$ cat src/rtl/arm_cond_pkg.sv
// Shared encodings for ARM-style conditional execution: Cond field values,
// NZCV bit positions and decoder flag-write request bits.
package arm_cond_pkg;

    localparam logic [3:0] COND_EQ = 4'b0000;
    localparam logic [3:0] COND_NE = 4'b0001;
    localparam logic [3:0] COND_CS = 4'b0010;
    localparam logic [3:0] COND_CC = 4'b0011;
    localparam logic [3:0] COND_MI = 4'b0100;
    localparam logic [3:0] COND_PL = 4'b0101;
    localparam logic [3:0] COND_VS = 4'b0110;
    localparam logic [3:0] COND_VC = 4'b0111;
    localparam logic [3:0] COND_HI = 4'b1000;
    localparam logic [3:0] COND_LS = 4'b1001;
    localparam logic [3:0] COND_GE = 4'b1010;
    localparam logic [3:0] COND_LT = 4'b1011;
    localparam logic [3:0] COND_GT = 4'b1100;
    localparam logic [3:0] COND_LE = 4'b1101;
    localparam logic [3:0] COND_AL = 4'b1110;
    localparam logic [3:0] COND_NV = 4'b1111;

    localparam int FLAG_N = 3;
    localparam int FLAG_Z = 2;
    localparam int FLAG_C = 1;
    localparam int FLAG_V = 0;

    localparam int FW_NZ = 1;
    localparam int FW_CV = 0;

endpackage

$ cat src/rtl/cond_check.sv
// Purely combinational Cond-field evaluator against an NZCV snapshot.
// Odd encodings are the complement of the preceding even one, except 1111.
module cond_check
    import arm_cond_pkg::*;
(
    input  logic [3:0] cond,
    input  logic [3:0] nzcv,
    output logic       cond_ex,
    output logic       illegal
);

    logic n_s, z_s, c_s, v_s;
    logic base_s;

    assign n_s = nzcv[FLAG_N];
    assign z_s = nzcv[FLAG_Z];
    assign c_s = nzcv[FLAG_C];
    assign v_s = nzcv[FLAG_V];

    // Evaluate the even member of each condition pair.
    always_comb begin
        base_s = 1'b0;
        case (cond[3:1])
            3'd0:    base_s = z_s;
            3'd1:    base_s = c_s;
            3'd2:    base_s = n_s;
            3'd3:    base_s = v_s;
            3'd4:    base_s = c_s & ~z_s;
            3'd5:    base_s = (n_s == v_s);
            3'd6:    base_s = ~z_s & (n_s == v_s);
            3'd7:    base_s = 1'b1;
            default: base_s = 1'b0;
        endcase
    end

    // Apply pair inversion and trap the reserved encoding.
    always_comb begin
        cond_ex = 1'b0;
        illegal = 1'b0;
        if (cond == COND_NV) begin
            cond_ex = 1'b0;
            illegal = 1'b1;
        end else begin
            cond_ex = base_s ^ cond[0];
            illegal = 1'b0;
        end
    end

endmodule

$ cat src/rtl/cond_unit.sv
// Conditional-execution stage: owns NZCV, gates decoder write requests with the
// condition result, and counts squashed instructions (saturating).
module cond_unit
    import arm_cond_pkg::*;
#(
    parameter int         CNT_W    = 16,
    parameter logic [3:0] FLAG_RST = 4'b0000
) (
    input  logic             clk,
    input  logic             reset,
    input  logic             valid,
    input  logic             stall,
    input  logic [3:0]       cond,
    input  logic [3:0]       alu_flags,
    input  logic [1:0]       flag_w,
    input  logic [1:0]       reg_w_req,
    input  logic             mem_w_req,
    input  logic             pcs_req,
    input  logic             clr_cnt,
    output logic [1:0]       reg_write,
    output logic             mem_write,
    output logic             pc_src,
    output logic             cond_ex,
    output logic             illegal_cond,
    output logic [3:0]       flags,
    output logic [CNT_W-1:0] squash_cnt
);

    logic [3:0]       flags_r;
    logic [CNT_W-1:0] squash_cnt_r;
    logic             cond_ex_s;
    logic             nv_s;
    logic             go_s;
    logic             fail_s;

    cond_check u_cond_check (
        .cond    (cond),
        .nzcv    (flags_r),
        .cond_ex (cond_ex_s),
        .illegal (nv_s)
    );

    assign go_s         = valid & ~stall & cond_ex_s;
    assign fail_s       = valid & ~stall & ~cond_ex_s;
    assign cond_ex      = cond_ex_s;
    assign illegal_cond = valid & nv_s;
    assign flags        = flags_r;
    assign squash_cnt   = squash_cnt_r;

    // Committed write enables; zero latency so the datapath acts this cycle.
    always_comb begin
        reg_write = 2'b00;
        mem_write = 1'b0;
        pc_src    = 1'b0;
        if (!reset && go_s) begin
            reg_write = reg_w_req;
            mem_write = mem_w_req;
            pc_src    = pcs_req;
        end else begin
            reg_write = 2'b00;
            mem_write = 1'b0;
            pc_src    = 1'b0;
        end
    end

    // NZCV register: N,Z and C,V halves written independently on a passing instruction.
    always_ff @(posedge clk) begin
        if (reset) begin
            flags_r <= FLAG_RST;
        end else if (go_s) begin
            if (flag_w[FW_NZ]) begin
                flags_r[FLAG_N] <= alu_flags[FLAG_N];
                flags_r[FLAG_Z] <= alu_flags[FLAG_Z];
            end
            if (flag_w[FW_CV]) begin
                flags_r[FLAG_C] <= alu_flags[FLAG_C];
                flags_r[FLAG_V] <= alu_flags[FLAG_V];
            end
        end
    end

    // Saturating squash counter; clear beats a coincident increment.
    always_ff @(posedge clk) begin
        if (reset) begin
            squash_cnt_r <= {CNT_W{1'b0}};
        end else if (clr_cnt) begin
            squash_cnt_r <= {CNT_W{1'b0}};
        end else if (fail_s && (squash_cnt_r != {CNT_W{1'b1}})) begin
            squash_cnt_r <= squash_cnt_r + {{(CNT_W-1){1'b0}}, 1'b1};
        end
    end

endmodule

$ cat config.mk
export PLATFORM = sky130hd
export DESIGN_NAME = cond_unit
export DESIGN_NICKNAME = d
export VERILOG_FILES = /design/src/rtl/arm_cond_pkg.sv /design/src/rtl/cond_check.sv /design/src/rtl/cond_unit.sv
export SDC_FILE = /design/constraint.sdc
export NUM_CORES = 1
export LEC_CHECK = 0
export BUFFER_PORTS_ARGS = -buffer_cell sky130_fd_sc_hd__buf_2
export CORE_UTILIZATION = 26
export CTS_BUF_LIST = sky130_fd_sc_hd__clkbuf_4
export DETAILED_ROUTE_END_ITERATION = 7
export PLACE_DENSITY_LB_ADDON = 0.2
export SYNTH_ARGS = -nofsm -noshare
export SYNTH_HDL_FRONTEND = slang
export SYNTH_SLANG_ARGS = --single-unit
$ cat constraint.sdc
create_clock -name clk -period 3.7 [get_ports clk]
set_clock_uncertainty 0.2 [all_clocks]
set_input_delay 0.74 -clock clk [delete_from_list [all_inputs] [get_ports clk]]
set_output_delay 0.74 -clock clk [all_outputs]
set_load 0.005 [all_outputs]
==> impl_metrics.ini, run 1 <==
[global_routing]
grt_pass1_wl_microns = 5380
grt_overflow_total = 0
grt_pass1_vias = 1164
grt_max_degree = 26
antenna_found_initial = 0
grtUsageTotal_pct = 13.3

[clock_network]
worst_skew_pair.late_latency_ns = 0.30
cts_buffers = 3
clock_path_buffers = 2
h-tree-depth = 1
ctsHoldBuffers = 0
cts_tree = done
cts_setup_buffers = 0
clk_pin_slew_ns = 0.12
clockRootBuffer = clkbuf_4
numClockSinks = 20
cts.repair.resized = 0

[yosys]
synth.net_count = 179
synth.top_cell.area_share_pct = 32.6
yosysTopAreaCell = dfxtp_1
synth_edf_count = 0
yosysMostFrequentCell = dfxtp_1
yosysWarnings = 0
syn_area_sq_um = 1230
synth_cell_types = 35
synthArstFlopShare_pct = 0
postSynthAreaPerCell_sq_um = 7.74
ys_ff_latch = 20
synth_cells = 159
yosysSeqAreaShare_pct = 32.6
yosys-top-cells-area = dfxtp_1, a21oi_1, or3_1
yosys-top-cells-count = dfxtp_1, a21oi_1, nand2_1, nor2_1, or3_1
ys.flop_type = dfxtp_1

[drt]
drc = 0
first_pass_iters = 6
dr_total_vias = 1279
wl_per_cell_microns = 12.4
via_per_inst = 5.08
dr.first_iter.drc_count = 61
drt_wl_total_microns = 3130
ant_nets = 0

[worst_setup_path]
rr_worst_depth = 7
cp_max_fo = 5
critPathMaxStageDelay_ns = 0.50
path_cells = buf_2 > mux4_2 > or3_1 > o31ai_1 > or2_1 > nand2_1 > nor3b_1 > buf_2
end_kind = output port
crit_top_cell = buf_2
critPathRequiredTime_ns = 2.76
slowest_stage = mux4_2
critPathLaunchType = input port
critPathArrivalTime_ns = 2.44
critPathKind = input port to output port

[min_path]
worstHoldPathCells = 2
hold_class = register to register

[power_and_ir_drop]
p_leak_nw = 0.608
pwr-share-comb_pct = 13.9
p_int_mw = 0.278
p_sw_share_pct = 27.4
peakVddDrop_uv = 100
p_per_area_nw_per_um2 = 254
netSwitchingPower_mw = 0.105
p_clk_share_pct = 28.9
p_seq_share_pct = 57.1

[run]
maxCapViolCount = 0

[die]
start_util_pct = 27.7
rows = 24
dieArea_sq_um = 5010
die_h_microns = 70.8
ios = 45
fp.dieW_microns = 70.8
coreArea_sq_um = 4440

[place]
hpwl_microns = 2370
place.gp.congestion = 0.760
dpl-instance-area_sq_um = 1480
preCtsSetupSlack_ns = 0.318
io_buffer_count = 44

[timing]
rsz0062_at_grt = false
period_share_pct = 91.2
setup_viol = 0
fin_ws_ns = 0.324
finalSetupTns_ns = 0
final_hold_viol_count = 0
max_slew_margin_pct = 42.9
whs_ns = 0.298
worst_slew_pin_slew_ns = 0.834
drv_slew = 0
fmaxAchievable_mhz = 296
period_needed_ns = 3.38

[layout]
fin_nets = 222
syn_to_final_growth_pct = 22.3
antennaDiodeCount = 0
drive_above_1_share_pct = 27.0
nFillCells = 487
fin_util_pct = 33.8
fin_area_sq_um = 1500

[status]
status = finished, final reports clean
==> worst max-delay path, delay by kind of cell <==
kind / cells / cell delay, ns
compound gates: 1 / 0.11
buf+inv: 2 / 0.26
mux: 1 / 0.50
simple gates: 4 / 0.82
==> cells by family after synthesis <==
logic type	count (synthesis)	synth area share (%)
xor+xnor	1	0.712
fa+ha+maj	1	1.02
buf+inv	12	5.49
compound gates	36	17.3
flops	20	32.6
simple gates	83	37.0
mux	6	5.90
==> layout by cell type, fill, tap and decap left out, types with 2 or more instances in the layout <==
cell,instances
buf_2,44
dfxtp_1,20
a21oi_1,18
nand2_1,15
or3_1,11
nor2_1,11
nand2b_1,10
nand3_1,10
o21ai_0,8
o31ai_1,5
mux2i_1,5
nor3b_1,4
nand4_1,4
and3_1,4
inv_1,3
or4_1,3
clkbuf_4,3
buf_4,3
nor3_1,2
a31o_2,2
==> through the flow <==
step,power [mW],cells
floorplan,0.260,159
global placement,0.276,249
detailed placement,0.277,249
CTS,0.385,252
global route,0.401,252
finish,0.382,252
==> per-layer routing <==
metal | global-route usage (%) | vias to the layer above | share of wire (%)
li1 | - | 662 | -
met1 | 17.3 | 582 | 51
met2 | 22.6 | 33 | 45
met3 | 2.71 | 2 | 3.6
met4 | 3.33 | 0 | 0.38
met5 | 0 | - | 0
==> final cells by class <==
cell class	instances	area, sq um	area share [%]
Inverter	3	11.3	0.749
Timing Repair Buffer	47	243	16.1
Sequential cell	20	400	26.6
Multi-Input combinational cell	127	762	50.7
Clock buffer	3	22.5	1.50
Tap cell	52	65.1	4.33
==> worst paths after layout <==
path,start,to,slack [ns]
max reg2reg,flags[2]$_SDFFE_PP0P_,squash_cnt[11]$_SDFFE_PP0P_,1.21
min reg2reg,squash_cnt[11]$_SDFFE_PP0P_,squash_cnt[11]$_SDFFE_PP0P_,0.30
min,squash_cnt[11]$_SDFFE_PP0P_,squash_cnt[11]$_SDFFE_PP0P_,0.30
max,cond[2],pc_src,0.32
==> state kept, by name (all words and copies together), names as in the netlist <==
register / flops
squash_cnt: 16
flags: 4
==> power groups by stage <==
stage,logic (mW),registers [mW],clock network [mW]
3_3_place_gp,0.0529,0.223,0
6_report,0.0533,0.218,0.110
2_1_floorplan,0.0366,0.223,0
4_1_cts,0.0537,0.218,0.113
5_1_grt,0.0593,0.219,0.123
3_5_place_dp,0.0536,0.223,0
Power figures use the tool's default switching activity.
==> run 2: changes to the inputs <==
- CORE_ASPECT_RATIO: not set -> 1.5
==> run 2 against run 1 <==
Effect of this change:
- non-clock buffer count unchanged
- first-iteration DRC count decreased by 64%
- count of clock-buffer cells in the layout unchanged
- hold slack improved by 0.0043 ns
- cell count increased by 4.8%
- via count increased by 2.3%
- sequential share of layout area decreased by 0.26 points
- critical path depth unchanged
- largest power group unchanged
- wire length increased by 0.77%
- maximum frequency increased by 1.0%
- setup slack improved by 0.035 ns
- core utilization decreased by 0.40 points
==> impl_metrics.ini, run 2 (synthesis gave the netlist of run 1 again) <==
[worst_setup_path]
crit_top_cell = buf_2
end_kind = output port
cp_max_fo = 5
r2r-start = flags[2]$_SDFFE_PP0P_
slowest_stage = mux4_2
critPathMaxStageDelay_ns = 0.50
crit_path_end = pc_src
worst-path-buf-inv = 2
path_cells = buf_2 > mux4_2 > or3_1 > o31ai_1 > or2_1 > nand2_1 > nor3b_1 > buf_2
crit_path_start = cond[2]
critPathArrivalTime_ns = 2.40
crit_cells = 8
r2r_end = squash_cnt[11]$_SDFFE_PP0P_
rr_worst_depth = 7
rrSetupSlack_ns = 1.17
critPathRequiredTime_ns = 2.76
critPathKind = input port to output port
critPathLaunchType = input port
crit_family = simple AND/OR/NAND/NOR gates

[clock_network]
cts_tree = done
clock_path_buffers = 2
cts_setup_buffers = 0
h-tree-depth = 1
clk_pin_slew_ns = 0.12
worst_skew_pair.late_latency_ns = 0.31
ctsHoldBuffers = 0
cts_buffers = 3
numClockSinks = 20
clockRootBuffer = clkbuf_4
cts.repair.resized = 0

[drt]
drc = 0
drt_wl_total_microns = 3160
via_per_inst = 4.95
wl_met1_microns = 1220
top_layer = met4
ant_nets = 0
wl_met2_microns = 1720
dr.first_iter.drc_count = 22
wl_per_cell_microns = 12.0
wl_met3_microns = 163
dr_total_vias = 1308
first_pass_iters = 4

[global_routing]
grt_overflow_total = 0
antenna_found_initial = 0
grtUsageTotal_pct = 14.1
grt_max_degree = 26
grt_pass1_wl_microns = 5640
grt_pass1_vias = 1308

[timing]
final_hold_viol_count = 0
setup_viol = 0
worst_slew_pin_slew_ns = 0.780
rsz0062_at_grt = false
fmaxAchievable_mhz = 299
fin_ws_ns = 0.359
max_slew_margin_pct = 46.7
drv_slew = 0
period_needed_ns = 3.34
whs_ns = 0.303
finalSetupTns_ns = 0
period_share_pct = 90.3

[die]
ios = 45
die_h_microns = 86.2
start_util_pct = 27.1
coreArea_sq_um = 4540
fp.dieW_microns = 58.2
rows = 30
dieArea_sq_um = 5020

[place]
hpwl_microns = 2450
preCtsSetupSlack_ns = 0.339
io_buffer_count = 44
placed_cells = 261
place.gp.congestion = 0.677
dpl-instance-area_sq_um = 1500

[layout]
fin_nets = 222
drive_above_1_share_pct = 27.0
fin_util_pct = 33.4
layout.cells.most_common = buf_2
syn_to_final_growth_pct = 23.5
antennaDiodeCount = 0
largest_reg_flops = 16
final_cell_count_no_fill = 264
mostFrequentLayoutCells = buf_2, dfxtp_1, a21oi_1, nand2_1
fin_area_sq_um = 1520

[power_and_ir_drop]
peakVddDrop_uv = 116
p_total_mw = 0.381
p_leak_nw = 0.608
p_per_area_nw_per_um2 = 251

[min_path]
hold_class = register to register

[run]
maxCapViolCount = 0

[status]
status = finished, final reports clean
-- run 2: cell counts in the layout (fill, tap and decap cells not counted) --
Identical to the previous run, type by type.
-- run 2: cell type report --
cell class / count / area [sq um]
tap: 64 / 80.1
sequential: 20 / 400
inverter: 3 / 11.3
fill: 527 / 3020
timing repair buffer: 47 / 243
clock buffer: 3 / 22.5
multi-input combinational: 127 / 762
-- run 2: power by group --
part	switching (mW)	internal, mW
sequential	0.00178	0.217
clock	0.0729	0.0380
combinational	0.0291	0.0229
-- run 2: worst min-delay path by stage --
stage | start | endpoint | slack (ns) | cells past startpoint
floorplan | squash_cnt[7]$_SDFFE_PP0P_ | squash_cnt[7]$_SDFFE_PP0P_ | 0.28 | 2
global placement | squash_cnt[9]$_SDFFE_PP0P_ | squash_cnt[9]$_SDFFE_PP0P_ | 0.29 | 2
detailed placement | squash_cnt[9]$_SDFFE_PP0P_ | squash_cnt[9]$_SDFFE_PP0P_ | 0.29 | 2
CTS | squash_cnt[9]$_SDFFE_PP0P_ | squash_cnt[9]$_SDFFE_PP0P_ | 0.31 | 2
global route | squash_cnt[9]$_SDFFE_PP0P_ | squash_cnt[9]$_SDFFE_PP0P_ | 0.35 | 2
finish | squash_cnt[11]$_SDFFE_PP0P_ | squash_cnt[11]$_SDFFE_PP0P_ | 0.30 | 2
-- run 2: routing by layer --
| layer | up-vias | GRT usage [%] |
|---|---|---|
| met2 | 40 | 27.3 |
| li1 | 663 | - |
| met4 | 0 | 5.19 |
| met3 | 6 | 2.39 |
| met5 | - | 0 |
| met1 | 599 | 14.7 |
-- run 2: worst register-to-register path, cell delays in order, from the launching register on --
cell	delay [ns]
dfxtp_1	0.38
or4b_1	0.54
nand3_1	0.12
o31ai_1	0.10
or2_1	0.25
buf_4	0.21
or4_1	0.52
a21oi_1	0.15
==> run 3: changes to the inputs <==
- RECOVER_POWER: not set -> 100
==> run 3 against run 2 <==
Effect of this change:
- cell count unchanged
- clock power hardly changed
- core utilization decreased by 0.39 points
- critical endpoint is now reg_write[0]
- largest power group unchanged
==> impl_metrics.ini, run 3 (synthesis gave the netlist of run 1 again) <==
[status]
status = finished, final reports clean

[power_and_ir_drop]
p_leak_nw = 0.560
pwr-share-comb_pct = 13.4
p_clk_share_pct = 29.2
p_per_area_nw_per_um2 = 253
p_seq_share_pct = 57.4
peakVddDrop_uv = 116
netSwitchingPower_mw = 0.104
p_int_mw = 0.276
p_total_mw = 0.380
p_sw_share_pct = 27.4

[drt]
wl_met2_microns = 1700
first_pass_iters = 4
top_layer = met4
wl_met3_microns = 185
wl_met1_microns = 1220
ant_nets = 0
dr_total_vias = 1310
drc = 0
drt_wl_total_microns = 3170
dr.first_iter.drc_count = 23
via_per_inst = 4.96
wl_per_cell_microns = 12.0

[worst_setup_path]
cp_max_fo = 5
critPathRequiredTime_ns = 2.76
critPathArrivalTime_ns = 2.48
path_cells = clkbuf_1 > mux4_2 > or3_1 > o31ai_1 > or2_1 > nand2_1 > nor3b_1 > clkbuf_2
critPathMaxStageDelay_ns = 0.53
end_kind = output port
critPathLaunchType = input port
rrSetupSlack_ns = 1.17
critPathKind = input port to output port
slowest_stage = mux4_2

[die]
ios = 45
coreArea_sq_um = 4540
rows = 30
fp.dieW_microns = 58.2
dieArea_sq_um = 5020
die_h_microns = 86.2
start_util_pct = 27.1

[layout]
fin_area_sq_um = 1500
syn_to_final_growth_pct = 22.1
drive_above_1_share_pct = 21.0
nFillCells = 536
largest_reg_flops = 16
layout.cells.most_common = buf_2
fin_util_pct = 33.1
mostFrequentLayoutCells = buf_2, dfxtp_1, a21oi_1, nand2_1
final_cell_count_no_fill = 264
antennaDiodeCount = 0
fin_nets = 222

[global_routing]
grt_pass1_vias = 1308
grt_overflow_total = 0
grtUsageTotal_pct = 14.1
grt_pass1_wl_microns = 5640
antenna_found_initial = 0
grt_max_degree = 26

[timing]
fin_ws_ns = 0.283
final_hold_viol_count = 0
period_needed_ns = 3.42
period_share_pct = 92.3
max_slew_margin_pct = 46.7
whs_ns = 0.303
worst_slew_pin_slew_ns = 0.779
setup_viol = 0
rsz0062_at_grt = false
drv_slew = 0
fmaxAchievable_mhz = 293
finalSetupTns_ns = 0

[place]
placed_cells = 261
preCtsSetupSlack_ns = 0.339
io_buffer_count = 44
dpl-instance-area_sq_um = 1500
hpwl_microns = 2450
place.gp.congestion = 0.677

[clock_network]
cts_buffers = 3
ctsHoldBuffers = 0
clock_path_buffers = 2
clk_pin_slew_ns = 0.12
numClockSinks = 20
cts_setup_buffers = 0
clockRootBuffer = clkbuf_4
cts.repair.resized = 0
worst_skew_pair.late_latency_ns = 0.31
cts_tree = done
h-tree-depth = 1

[run]
maxCapViolCount = 0

[min_path]
hold_class = register to register
==> run 3: cell types whose count changed in the layout (fill, tap and decap cells not counted), sizes merged <==
cell	change
buf	-12
clkbuf	+12
==> run 3: critical path: cells and delay by family <==
family | cells | cell delay, ns
and+or+nand+nor | 4 | 0.79
muxes | 1 | 0.53
buffers and inverters | 2 | 0.30
AOI/OAI and AO/OA | 1 | 0.11
==> run 3: area by class of cell <==
type | count | area (sq um) | share of cell area [%]
sequential | 20 | 400 | 26.7
tap | 64 | 80.1 | 5.33
inverter | 3 | 11.3 | 0.750
clock buffer | 3 | 22.5 | 1.50
multi-input combinational | 127 | 762 | 50.8
timing repair buffer | 47 | 225 | 15.0
==> run 3: power groups by stage <==
stage / Clock [mW] / Combinational [mW] / Sequential, mW
after floorplan: 0 / 0.0366 / 0.223
after global placement: 0 / 0.0523 / 0.223
after detailed placement: 0 / 0.0533 / 0.223
after CTS: 0.117 / 0.0534 / 0.219
after global routing: 0.121 / 0.0581 / 0.219
final: 0.111 / 0.0509 / 0.218
==> run 3: worst paths after layout <==
path                                             startpoint                          end  depth (start not counted)
worst min-delay path            squash_cnt[11]$_SDFFE_PP0P_  squash_cnt[11]$_SDFFE_PP0P_                          2
worst min register to register  squash_cnt[11]$_SDFFE_PP0P_  squash_cnt[11]$_SDFFE_PP0P_                          2
worst max-delay path                                cond[2]                 reg_write[0]                          8
worst max register to register        flags[2]$_SDFFE_PP0P_  squash_cnt[11]$_SDFFE_PP0P_                          7
==> run 3: per-layer routing <==
layer	GRT usage [%]	vias up
met1	14.7	598
li1	-	665
met4	5.19	0
met3	2.39	6
met5	0	-
met2	27.3	41
